`config.mk`:
```
export PLATFORM = sky130hd
export DESIGN_NAME = trace_sequencer
export DESIGN_NICKNAME = d
export VERILOG_FILES = /design/src/rtl/trace_sequencer.sv
export SDC_FILE = /design/constraint.sdc
export NUM_CORES = 1
export LEC_CHECK = 0
export CAP_MARGIN = 30
export CORE_AREA = 2 2 128 130
export CTS_CLUSTER_SIZE = 28
export DETAILED_ROUTE_END_ITERATION = 8
export DIE_AREA = 0 0 130 132
export GPL_ROUTABILITY_DRIVEN = 0
export PLACE_DENSITY = 0.93
export SLEW_MARGIN = 20
export SYNTH_ARGS = -nofsm -noshare
export SYNTH_HDL_FRONTEND = slang
export SYNTH_SLANG_ARGS = --single-unit
```
`constraint.sdc`:
```
create_clock -name clock -period 19.15 [get_ports clock]
set_clock_uncertainty 0.05 [all_clocks]
set_input_delay 5.745 -clock clock [delete_from_list [all_inputs] [get_ports clock]]
set_output_delay 5.745 -clock clock [all_outputs]
set_load 0.01 [all_outputs]
```
`src/rtl/trace_sequencer.sv`:
```
// Spell-trace pad sequencer: records the order in which grid cells are first
// touched, one cell per clock, lowest index first when several arrive together.
module trace_sequencer #(
  parameter int         CELLS      = 25,
  parameter logic [4:0] EMPTY_CODE = 5'd31
) (
  input  logic                 clock,
  input  logic                 reset,
  input  logic                 start,
  input  logic                 stop,
  input  logic [CELLS-1:0]     inTrace,
  output logic [5*CELLS-1:0]   order,
  output logic [4:0]           count,
  output logic                 busy,
  output logic                 done
);

  localparam int IW = 5;

  typedef enum logic [1:0] {
    IDLE,
    RECORD,
    DRAIN,
    DONE
  } state_t;

  state_t           state;
  logic [CELLS-1:0] hit;
  logic [CELLS-1:0] seen;
  logic [CELLS-1:0] hit_nx;
  logic [CELLS-1:0] pend;
  logic [IW-1:0]    pick;
  logic             any;
  logic             multi;
  logic             full;

  // Live touches only count while recording; DRAIN works off the held hit mask.
  always_comb begin
    hit_nx = hit | inTrace;
    pend   = (state == RECORD) ? (hit_nx & ~seen) : (hit & ~seen);
    any    = |pend;
    multi  = |(pend & (pend - CELLS'(1)));
    full   = any && (count == IW'(CELLS - 1));
  end

  // Scan downward so the last match wins, leaving the lowest set index.
  always_comb begin
    pick = '0;
    for (int unsigned i = CELLS; i > 0; i--) begin
      if (pend[i-1]) pick = IW'(i - 1);
    end
  end

  always_ff @(posedge clock or posedge reset) begin
    if (reset) begin
      state <= IDLE;
      order <= {CELLS{EMPTY_CODE}};
      count <= '0;
      hit   <= '0;
      seen  <= '0;
      busy  <= 1'b0;
      done  <= 1'b0;
    end else if (start) begin
      state <= RECORD;
      order <= {CELLS{EMPTY_CODE}};
      count <= '0;
      hit   <= '0;
      seen  <= '0;
      busy  <= 1'b1;
      done  <= 1'b0;
    end else begin
      case (state)
        RECORD: begin
          hit <= hit_nx;
          if (any) begin
            order[int'(count)*IW +: IW] <= pick;
            seen[pick]                  <= 1'b1;
            count                       <= count + 5'd1;
          end
          // A stop with a single pending cell finishes here since that cell lands now.
          if (full || (stop && !multi)) begin
            state <= DONE;
            busy  <= 1'b0;
            done  <= 1'b1;
          end else if (stop) begin
            state <= DRAIN;
          end
        end
        DRAIN: begin
          if (any) begin
            order[int'(count)*IW +: IW] <= pick;
            seen[pick]                  <= 1'b1;
            count                       <= count + 5'd1;
          end
          if (full || !multi) begin
            state <= DONE;
            busy  <= 1'b0;
            done  <= 1'b1;
          end
        end
        default: begin
          state <= state;
        end
      endcase
    end
  end

endmodule

```
Word level (Yosys, flattened, before mapping) --
Index checks and enable logic that the tools add are counted.
Operators by class: magnitude comparators 2, reductions and logical operators 16, multipliers 1, bitwise logic cells 6, shift-type cells 2, equality and inequality tests 6, $add $sub $neg 3, mux-type cells 53, div/mod/pow operators 0
Operators by type and width (count):
- two-way mux 125 bit | 3
- two-way mux 25 bit | 6
- two-way mux 5 bit | 28
- bitwise mux 125 bit | 1
- variable shift 5 x 33 -> 125 bit (first input constant) | 1
- indexed part select 5 x 33 -> 125 bit | 1
- AND 25 bit | 3
- OR 25 bit | 2
- OR reduction 25 bit | 2
- negation 8 -> 33 bit | 1
- inverter 25 bit | 1
- subtractor 25 x 1 -> 25 bit (second input constant) | 1
- multiplier 5 x 3 -> 8 bit (second input constant) | 1
- two-way mux 2 bit | 4
- two-way mux 1 bit | 7
- < comparator 5 x 6 -> 1 bit (second input constant) | 1
- AND reduction 3 bit | 2
- nonzero test 2 bit | 3
- adder 5 x 1 -> 5 bit (second input constant) | 1
- demux 1 bit (select 5 bit) | 1
- equality test 5 bit (second input constant) | 1
- greater-or-equal comparator 5 x 1 -> 1 bit (second input constant) | 1
- inequality test 4 x 3 -> 1 bit (second input constant) | 1
- case mux 1 bit (2 select lines) | 2
- 11 further kinds | 14
Storage, ports and cells: ROM bits 0, bits in writable memories 0, register bits 184, word-level logic and storage cells 96, input port bits 29, output and inout port bits 132, bits in latches 0, memories 0

Logic depth before layout (Yosys ltp) --
word-level depth 36, depth in mapped cells 13, mapped depth without buffers 10

Least setup slack after synthesis --
No wires, ideal clock.
path kind in2reg, start in inTrace[3], end reg state[1], stages on the path 8, library setup time 0.065 ns, path slack 11.394 ns, data required time 19.035 ns, buffers on the path 0, arrival time 7.641 ns, path through a21oi_1 > o22ai_2 > or4_1 > o31a_1 > o31ai_2 > nand4_1 > a311oi_1 > o21a_1
On the way: cells in the longest elaborated chain, start to end 12, elaborated cells between the ends (all ways) 18, classes of those cells add/sub: 1; eq/ne: 2; mux: 4; bitwise: 3; reduce/logical: 8
RTL lines:
- start, declared | line 11 | input logic [CELLS-1:0] inTrace,
- OR 25 bit (*) | line 39 | hit_nx = hit | inTrace;
- AND 25 bit (*) | line 40 | pend = (state == RECORD) ? (hit_nx & ~seen) : (hit & ~seen);
- two-way mux 25 bit (*) | line 40
- subtractor 25 x 1 -> 25 bit | line 42 | multi = |(pend & (pend - CELLS'(1)));
- AND 25 bit | line 42
- OR reduction 25 bit | line 42
- zero test 1 bit | line 81, 95
- logical AND 1 bit | line 81 | if (full || (stop && !multi)) begin
- logical OR 1 bit | line 81
- two-way mux 2 bit | line 81
- case mux 2 bit (2 select lines) | line 72 | case (state)
- two-way mux 2 bit | line 63 | end else if (start) begin
- end signal, assigned | line 102 | state <= state;
- end, declared | line 27 | state_t state;
Mark *: on every way between the ends. The rest lies on a longest branch, timed or not. A chain may end at the register's enable or synchronous reset.

Final worst setup path --
start in inTrace[19], end reg order[87]
On the way: cells in the longest elaborated chain, start to end 28, elaborated cells between the ends (all ways) 31, classes of those cells shift: 1; mux: 25; bitwise: 2; reduce/logical: 3
RTL lines:
- OR 25 bit (*) | line 39
- AND 25 bit (*) | line 40
- two-way mux 25 bit (*) | line 40
- two-way mux 5 bit (20 in series) | line 50 | if (pend[i-1]) pick = IW'(i - 1);
- indexed part select 5 x 33 -> 125 bit | line 76, 91
- bitwise mux 125 bit | line 76, 91
- two-way mux 125 bit | line 75, 90
- two-way mux 125 bit
- two-way mux 125 bit | line 63
- end signal, assigned | line 65 | order <= {CELLS{EMPTY_CODE}};
- end signal, assigned by index | line 76 | order[int'(count)*IW +: IW] <= pick;
- end signal, assigned by index | line 91 | order[int'(count)*IW +: IW] <= pick;
- end, declared | line 12 | output logic [5*CELLS-1:0] order,
Mark *: on every way between the ends. The rest lies on a longest branch, timed or not. The select of a mux whose other input is x is not followed.

==> flow_metrics.tcl <==
set metrics [dict create \
    tns_ns 0 \
    syn_area_um2 8580 \
    nets 998 \
    r2r-end "order[87]" \
    p_sw_uw 595 \
    tightest_slew_ns 0.967 \
    synth_area_leader_cell "dfstp_2" \
    rows 46 \
    synth-seq-area-share 0.555 \
    cap_violations 0 \
    numCtsBuffers 17 \
    synthToLayoutAreaGrowth_pct 27.2 \
    combPwrFrac 0.421 \
    internal_power_uw 796 \
    ant_nets 0 \
    hpwl_um 16100 \
    cts_hold_repair.buffers 0 \
    wirelength_um 24100 \
    p_leak_nw 4.53 \
    crit_fanout 12 \
    synth_nets 854 \
    clock_sinks 184 \
    via_count 7361 \
    peakVddDrop_uv 74.7 \
    final-setup-viol-count 0 \
    cts_setup_buffers 0 \
    grt_usage 0.287 \
    grt_pass1_vias 7357 \
    hold_path_end "order[63]" \
    dp_cells 1158 \
    firstDrtPassIters 6 \
    cp.arrival_ns 9.21 \
    dieWidth_um 130 \
    cts.clk_slew.worst_paths_ns 0.07 \
    cts_tree "yes" \
    yosysWarnings 0 \
    synth.most_common_cell "dfstp_2" \
    insertion_delay_ns 0.44 \
    h-tree-depth 4 \
    reg2regPathDepth 11 \
    antenna_cells 0 \
    grt_max_degree 108 \
    drive_gt1_frac 0.229 \
    synth.avg_cell_area_um2 10.5 \
    synth-async-reset-ratio 1.00 \
    fp.dieH_um 132 \
    powerDensity_nw_per_um2 127 \
    utilization 0.695 \
    hold_violations 0 \
    drc 0 \
    switching_share 0.428 \
    synth_area_leaders "dfstp_2 38%, dfrtp_1 17%, o211ai_1 5.4%" \
    wl_per_cell_um 20.3 \
    endpoint_kind "flop" \
    cp-start-kind "input port" \
    crit_required_ns 19.48 \
    drt_iter0_drc 855 \
    grt_remaining_overflow 0 \
    fmax_mhz 113 \
    power_frac_seq 0.342 \
    ioPinCount 161 \
    clkPwrFrac 0.238 \
    maxSlewHeadroom 0.352 \
    root_buffer "clkbuf_16" \
    core_um2 15700 \
    grt_first_pass_wirelength_um 38800 \
    synth_edf_count 0 \
    synth_ff_type "dfstp_2" \
    die_area_um2 17200 \
    final_cells 1190 \
    worst-r2r-setup-slack_ns 14.97 \
    ys_seq_elements 184 \
    post_cts_resized 0 \
    period_minus_slack_ns 8.87 \
    rsz0062_at_grt "false" \
    port_buffers 160 \
    nFillCells 1104 \
    maxSlewViolCount 0 \
    min_path_cells 2 \
    grt_antenna_before_repair 0 \
    path_class "input port to flop" \
    synth_top_area_share 0.383 \
    hp-class "flop to flop" \
    power_mw 1.39 \
    status "completed" \
    clockBufferDepth 2 \
    routed_via_density 6.19 \
    ys_types 70 \
    netlist_instances 819 \
    min_period_over_period 0.463 \
    reg2reg_from "state[1]" \
    min_from "order[63]" \
    yosys-top-cells-count "125 x dfstp_2, 102 x nor2_1, 97 x nand2_1" \
    initial_core_util 0.546 \
]
==> per-stage QoR <==
stage	hold slack (ns)	instance area (µm²)	setup slack (ns)
floorplan	0.406	8580	8.56
global placement	0.426	10300	10.09
detailed placement	0.438	10300	10.01
CTS	0.453	10900	10.37
global route	0.468	10900	10.11
finish	0.448	10900	10.28
==> sequential cells by signal (all words and copies together), names as in the netlist <==
name   flops
hit       25
count      5
seen      25
order    125
done       1
state      2
busy       1
==> worst max path at each step <==
stage,cells after the start,startpoint,end
after floorplan,1,reset,busy
after global placement,9,inTrace[19],order[120]
after detailed placement,9,inTrace[16],order[120]
after CTS,9,inTrace[19],order[87]
after global routing,9,inTrace[19],order[87]
final,9,inTrace[19],order[87]
==> critical path, stage by stage <==
cell	delay (ns)
clkdlybuf4s50_1	0.47
a21oi_1	0.11
o22ai_1	0.49
nor4_2	0.14
a41oi_2	0.52
nor3b_2	0.88
nand3_2	0.35
nor4_1	0.35
a211o_1	0.15
==> final cells by class <==
cell class	instances	area (µm²)	share of cell area
repair buffers	172	1720	0.158
clock inverters	10	97.6	0.00894
clock buffers	20	437	0.0400
flip-flops and latches	184	4760	0.436
well taps	216	270	0.0248
multi-input cells	573	3560	0.327
inverters	15	61.3	0.00562
==> power by group through the flow <==
stage                     Sequential, mW  Clock (mW)  Combinational [mW]
after floorplan                    0.479           0               0.386
after global placement             0.477           0               0.546
after detailed placement           0.480           0               0.566
after CTS                          0.474       0.331               0.572
after global routing               0.480       0.350               0.627
final                              0.475       0.330               0.585
==> cells by family (layout without fill, tap and decap cells) <==
kind of cell	after synthesis	after routing	share of synthesized area
simple gates	287	287	0.168
compound gates	269	269	0.224
flops	184	184	0.555
buf+inv	62	217	0.0325
xor+xnor	8	8	0.00816
fa+ha+maj	7	7	0.00991
mux	2	2	0.00233
==> layout by cell type, fill, tap and decap left out, types with 7 or more instances in the layout <==
cell type	count
o31ai_1	17
a21oi_1	68
or3_1	7
o21ai_0	19
nor3_1	8
nand3_2	9
or2_2	8
buf_4	9
o311ai_1	10
o2bb2ai_1	14
dfrtp_1	59
a21oi_2	9
dfstp_2	125
nand3_1	11
nand2_1	97
nor4_1	7
clkbuf_16	17
o22ai_1	15
inv_1	13
nor2_1	101
o211ai_1	62
clkdlybuf4s50_1	159
==> layer usage <==
metal	wire [µm]	part of all wire	track usage	vias to the layer above
met5	0	0	0	-
met4	901	0.037	0.122	0
met3	1630	0.067	0.0597	77
met2	11500	0.47	0.445	363
met1	10100	0.42	0.394	3619
li1	-	-	-	3302
Power figures use the tool's default switching activity.
